[config.mk]
export PLATFORM = sky130hd
export DESIGN_NAME = timer_ctrl_flat
export DESIGN_NICKNAME = d
export VERILOG_FILES = /design/src/rtl/timer_ctrl_if.sv /design/src/rtl/timer_ctrl.sv /design/src/flat_wrapper.sv
export SDC_FILE = /design/constraint.sdc
export NUM_CORES = 1
export LEC_CHECK = 0
export ABC_CLOCK_PERIOD_IN_PS = 2000
export BUFFER_PORTS_ARGS = -buffer_cell sky130_fd_sc_hd__buf_2
export CAP_MARGIN = 15
export CORE_MARGIN = 5
export CORE_UTILIZATION = 35
export CTS_CLUSTER_DIAMETER = 60
export DETAILED_ROUTE_END_ITERATION = 10
export PLACE_DENSITY_LB_ADDON = 0.1
export SLEW_MARGIN = 0
export SYNTH_ARGS = -nofsm -noshare
export SYNTH_HDL_FRONTEND = slang
export SYNTH_SLANG_ARGS = --single-unit
[constraint.sdc]
create_clock -name clk -period 2 [get_ports clk]
set_input_delay 0.4 -clock clk [delete_from_list [all_inputs] [get_ports clk]]
set_output_delay 0.4 -clock clk [all_outputs]
set_load 0.02 [all_outputs]
[src/rtl/timer_ctrl_if.sv]
// timer_ctrl_if: command handshake, counter-control and interrupt signals of timer_ctrl
interface timer_ctrl_if #(parameter int DATA_W = 8);
  logic              cmd_valid;
  logic              cmd_ready;
  logic [1:0]        cmd_op;
  logic [DATA_W+3:0] cmd_cfg;
  logic              overflow;
  logic              underflow;
  logic              irq_ack;
  logic              clk_ena;
  logic [DATA_W-1:0] start_counter;
  logic              load;
  logic              up_down;
  logic              enable;
  logic              clr_overflow;
  logic              clr_underflow;
  logic              irq;
  logic [DATA_W-1:0] evt_count;
  modport slave (
    input  cmd_valid, cmd_op, cmd_cfg, overflow, underflow, irq_ack,
    output cmd_ready, clk_ena, start_counter, load, up_down, enable,
           clr_overflow, clr_underflow, irq, evt_count
  );
  modport master (
    output cmd_valid, cmd_op, cmd_cfg, overflow, underflow, irq_ack,
    input  cmd_ready, clk_ena, start_counter, load, up_down, enable,
           clr_overflow, clr_underflow, irq, evt_count
  );
endinterface

[src/rtl/timer_ctrl.sv]
// timer_ctrl: command-driven FSM and prescaler controlling an external up/down counter
// Optional saturating event counter is built when TIMER_CTRL_EVCNT_EN is defined.
module timer_ctrl #(parameter int DATA_W = 8) (
  input logic         clk,
  input logic         rst,
  timer_ctrl_if.slave bus
);
  typedef enum logic [1:0] {IDLE, LOAD, RUN, FLAG} state_t;
  localparam logic [1:0] START = 2'b01, STOP = 2'b10, RELOAD = 2'b11;
  state_t            state_q, state_d;
  logic [DATA_W+3:0] cfg_q, cfg_d;
  logic [3:0]        presc_q, presc_d, presc_max;
  logic              flag, fire, start_idle;
  logic              clk_ena_q, load_q, enable_q, clr_ov_q, clr_un_q, irq_q;
  assign flag          = state_q == RUN && (bus.overflow || bus.underflow);
  assign bus.cmd_ready = state_q == IDLE || (state_q == RUN && !(bus.overflow || bus.underflow));
  assign fire          = bus.cmd_valid && bus.cmd_ready;
  assign start_idle    = state_q == IDLE && fire && bus.cmd_op == START;
  assign presc_max     = 4'((32'd2 << cfg_q[DATA_W+2:DATA_W+1]) - 32'd1);
  always_comb begin
    state_d = state_q;
    cfg_d   = cfg_q;
    case (state_q)
      IDLE: if (start_idle) begin
        state_d = LOAD;
        cfg_d   = bus.cmd_cfg;
      end
      LOAD: state_d = RUN;
      RUN: if (flag) state_d = FLAG;
      else if (fire && (bus.cmd_op == START || bus.cmd_op == RELOAD)) begin
        state_d = LOAD;
        cfg_d   = bus.cmd_cfg;
      end
      else if (fire && bus.cmd_op == STOP) state_d = IDLE;
      FLAG: state_d = cfg_q[DATA_W+3] ? LOAD : IDLE;
      default: state_d = IDLE;
    endcase
    // prescaler only advances while staying in RUN; any other state restarts it
    presc_d = state_d == RUN ? (presc_q == presc_max ? 4'd0 : presc_q + 4'd1) : 4'd0;
  end
  always_ff @(posedge clk or posedge rst) begin
    if (rst) begin
      state_q   <= IDLE;
      cfg_q     <= '0;
      presc_q   <= '0;
      load_q    <= 1'b0;
      enable_q  <= 1'b0;
      clk_ena_q <= 1'b0;
      clr_ov_q  <= 1'b0;
      clr_un_q  <= 1'b0;
      irq_q     <= 1'b0;
    end else begin
      state_q   <= state_d;
      cfg_q     <= cfg_d;
      presc_q   <= presc_d;
      load_q    <= state_d == LOAD;
      enable_q  <= state_d == RUN;
      clk_ena_q <= state_d == RUN && presc_d == 4'd0;
      clr_ov_q  <= flag && bus.overflow;
      clr_un_q  <= flag && bus.underflow;
      irq_q     <= flag || (irq_q && !bus.irq_ack);
    end
  end
  assign bus.load          = load_q;
  assign bus.enable        = enable_q;
  assign bus.clk_ena       = clk_ena_q;
  assign bus.clr_overflow  = clr_ov_q;
  assign bus.clr_underflow = clr_un_q;
  assign bus.irq           = irq_q;
  assign bus.start_counter = cfg_q[DATA_W-1:0];
  assign bus.up_down       = cfg_q[DATA_W];
`ifdef TIMER_CTRL_EVCNT_EN
  logic [DATA_W-1:0] evt_q;
  always_ff @(posedge clk or posedge rst) begin
    if (rst) evt_q <= '0;
    else if (start_idle) evt_q <= '0;
    else if (flag && evt_q != '1) evt_q <= evt_q + 1'b1;
  end
  assign bus.evt_count = evt_q;
`else
  assign bus.evt_count = '0;
`endif
endmodule
[src/flat_wrapper.sv]
// flat-port wrapper written by rule: the top's interface ports become plain ports
module timer_ctrl_flat 
#(parameter int DATA_W = 8)
  (clk, rst, bus_cmd_valid, bus_cmd_op, bus_cmd_cfg, bus_overflow, bus_underflow, bus_irq_ack, bus_cmd_ready, bus_clk_ena, bus_start_counter, bus_load, bus_up_down, bus_enable, bus_clr_overflow, bus_clr_underflow, bus_irq, bus_evt_count);
  timer_ctrl_if #(.DATA_W(DATA_W)) bus_i ();
  input logic clk;
  input logic rst;
  input wire logic [$bits(bus_i.cmd_valid)-1:0] bus_cmd_valid;
  input wire logic [$bits(bus_i.cmd_op)-1:0] bus_cmd_op;
  input wire logic [$bits(bus_i.cmd_cfg)-1:0] bus_cmd_cfg;
  input wire logic [$bits(bus_i.overflow)-1:0] bus_overflow;
  input wire logic [$bits(bus_i.underflow)-1:0] bus_underflow;
  input wire logic [$bits(bus_i.irq_ack)-1:0] bus_irq_ack;
  output wire logic [$bits(bus_i.cmd_ready)-1:0] bus_cmd_ready;
  output wire logic [$bits(bus_i.clk_ena)-1:0] bus_clk_ena;
  output wire logic [$bits(bus_i.start_counter)-1:0] bus_start_counter;
  output wire logic [$bits(bus_i.load)-1:0] bus_load;
  output wire logic [$bits(bus_i.up_down)-1:0] bus_up_down;
  output wire logic [$bits(bus_i.enable)-1:0] bus_enable;
  output wire logic [$bits(bus_i.clr_overflow)-1:0] bus_clr_overflow;
  output wire logic [$bits(bus_i.clr_underflow)-1:0] bus_clr_underflow;
  output wire logic [$bits(bus_i.irq)-1:0] bus_irq;
  output wire logic [$bits(bus_i.evt_count)-1:0] bus_evt_count;
  assign bus_i.cmd_valid = bus_cmd_valid;
  assign bus_i.cmd_op = bus_cmd_op;
  assign bus_i.cmd_cfg = bus_cmd_cfg;
  assign bus_i.overflow = bus_overflow;
  assign bus_i.underflow = bus_underflow;
  assign bus_i.irq_ack = bus_irq_ack;
  assign bus_cmd_ready = bus_i.cmd_ready;
  assign bus_clk_ena = bus_i.clk_ena;
  assign bus_start_counter = bus_i.start_counter;
  assign bus_load = bus_i.load;
  assign bus_up_down = bus_i.up_down;
  assign bus_enable = bus_i.enable;
  assign bus_clr_overflow = bus_i.clr_overflow;
  assign bus_clr_underflow = bus_i.clr_underflow;
  assign bus_irq = bus_i.irq;
  assign bus_evt_count = bus_i.evt_count;
  timer_ctrl #(.DATA_W(DATA_W)) u_core (.clk(clk), .rst(rst), .bus(bus_i));
endmodule
==> out/qor.txt <==
final setup fails - 0
cell area after synthesis - 1176 um2
Fmax achieved - 620.5 MHz
dpl hpwl - 1647 um
Sum Neg Setup Slack - 0 ps
core area - 3284 um2
most common cell after layout, fill and taps aside - buf_2
crit path cell chain - o21a_1 > a2111oi_4 > buf_4 > mux2_2
slowest stage delay, CP - 450 ps
IO Pins - 44
nets - 156
outcome - finished clean
placed cell areas - 1326 um2
Setup Buffers After CTS - 0
period utilisation layout - 80.58%
residual DRC count - 0
Synth Register Bits - 24
Synth Area in Compound Gates - 9.681%
Rows - 21
TritonRoute pass-1 iters - 2
P per Cell Area - 1464 nW/um2
simple-gate portion of the synthesized area - 13.09%
Post-synth ARST share - 100.0%
first-pass GRT wire length - 3312 um
EDFF count, synth - 0
via/cell ratio - 4.339
post-synthesis sequential area ratio - 51.06%
largest family of logic cells by synthesized area - simple AND/OR/NAND/NOR gates
Resized cells post-CTS - 0
synth warn - 0
Yosys cell types - 30
Synth-to-Final Area Change - 15.85%
total die area - 4620 um2
WHS - 110.8 ps
Synth Area in Adders - 1.064%
Avg WL per Cell - 11.39 um
die height - 67.97 um
routability cong. - 0.7331
clock sink count - 24
maximum vdd drop - 516.0 uV
largest net degree at the start of global routing - 25
GR Util All Layers - 9.759%
clk_skew - 4.245 ps
fin cells - 180
CTS tree - built
Placed Cells - 176
filler cell count - 346
most frequent cells in the layout - 35 x buf_2, 24 x dfrtp_1, 11 x mux2_2
Crit Path Class - flip-flop to flip-flop
max-slew violations - 0
DR WL met3 - 113 um
CTS clk-pin slew, worst paths - 130 ps
CP Capture Type - flip-flop
Initial DRC Count - 37
drt total wl - 2051 um
Min Clock Period, post-route - 1612 ps
Worst EP arrival - 1810 ps
die extent in x - 67.97 um
DR top layer - met4
XOR/XNOR share of the synthesized area - 1.489%
post-synthesis mux area share - 10.53%
type of origin of the critical path - flip-flop
LEAKAGE - 0.6759 nW
Post-CTS Hold Buffers - 0
cell area after layout - 1363 um2
total grt overflow - 0
clk_lat worst skew - 310 ps
Comb pwr share - 46.1%
clock buffer depth - 2
metal2 WL - 1090 um
critical path's slowest cell - dfrtp_1
Initial Utilization - 35.81%
worst hold path class - primary input to asynchronous set/reset pin
clock network fraction of total power - 12.4%
clk root buf - clkbuf_4
Max-Cap Viols - 0
share of layout cells above drive strength 1 - 43.28%
RSZ-0062 raised after global routing - no
Worst Path Max Fanout - 13
Net Switching - 0.7880 mW
ant diodes - 0
Mapped Cells - 102
H-tree levels - 1
Port Buffers - 35
vias in the first global route - 762
sequential power share - 41.5%
Pint - 1.207 mW
total number of vias - 781
Critical Path RT - 2200 ps
Post-synth top flop - dfrtp_1
initial antenna violation count - 0
final hold vios - 0
syn_area_per_cell - 11.53 um2
remaining antenna violation count after routing - 0
DRT met1 WL - 835 um
CTS Buf Count - 3
Net Sw Frac - 39.49%
[metal layers]
metal	global-route usage, %	vias up
li1	-	387
met2	15.76	17
met1	11.36	375
met3	3.777	2
met4	4.467	0
met5	0	-
[worst max-delay path, delay by kind of cell (launching register included)]
family	cells	cell delay [ps]
buf+inv	1	260
flops	1	450
mux	1	360
compound gates	2	450
[Yosys cell counts (2+ instances only)]
cell type / instances / area (um2)
a211oi_1: 2 / 15.01
buf_4: 16 / 120.1
dfrtp_1: 24 / 600.6
inv_1: 5 / 18.77
mux2_2: 11 / 123.9
nand2_1: 5 / 18.77
nand3_1: 2 / 10.01
nor2_1: 9 / 33.78
nor3_1: 3 / 15.01
nor3b_1: 2 / 15.01
o21a_1: 3 / 22.52
o22ai_1: 2 / 12.51
[per-stage QoR]
stage / util, % / power (mW) / worst slack [ps]
after floorplan: - / 1.621 / 379.6
after global placement: 40.38 / 1.765 / 255.8
after detailed placement: 40.38 / 1.786 / 236.7
after CTS: 41.49 / 2.044 / 339.6
after global routing: 41.49 / 2.167 / 279.5
final: 41.49 / 1.995 / 388.5
[final timing paths]
kind	cells after the start	slack (ps)	endpoint	startpoint
worst max-delay path	4	390	u_core.cfg_q[4]	u_core.state_q[1]
worst min-delay path	3	110	u_core.state_q[0]	rst
worst max register to register	4	390	u_core.cfg_q[4]	u_core.state_q[1]
worst min register to register	1	520	u_core.cfg_q[7]	u_core.cfg_q[7]
max in group asynchronous	3	1660	u_core.cfg_q[9]	rst
min in group clk	2	260	u_core.bus.irq	bus_irq_ack
[power by group through the flow]
stage / clock, mW / combinational, mW / sequential [mW]
after floorplan: 0 / 0.735 / 0.886
after global placement: 0 / 0.929 / 0.836
after detailed placement: 0 / 0.942 / 0.844
after CTS: 0.268 / 0.942 / 0.834
after global routing: 0.292 / 1.01 / 0.862
final: 0.248 / 0.919 / 0.828
[sequential cells by signal, summed over array words and instances (netlist names)]
name	flops
u_core.bus.clk_ena	1
u_core.bus.clr_overflow	1
u_core.bus.clr_underflow	1
u_core.bus.enable	1
u_core.bus.irq	1
u_core.bus.load	1
u_core.cfg_q	12
u_core.presc_q	4
u_core.state_q	2
[final cells by class]
cell class	instances	area (um2)	share of cell area, %
Inverter	5	18.77	1.377
Multi-Input combinational cell	63	451.7	33.15
Sequential cell	24	600.6	44.08
Tap cell	46	57.56	4.224
Timing Repair Buffer	38	197.7	14.51
Clock buffer	4	36.28	2.663
[cell families (layout without fill, tap and decap cells)]
group           Yosys count  after routing
simple gates             29             29
flops                    24             24
buf+inv                  22             47
compound gates           12             12
mux                      11             11
xor+xnor                  2              2
fa+ha+maj                 1              1
other cells               1              8
No activity file was read; power rests on OpenSTA's default activity.
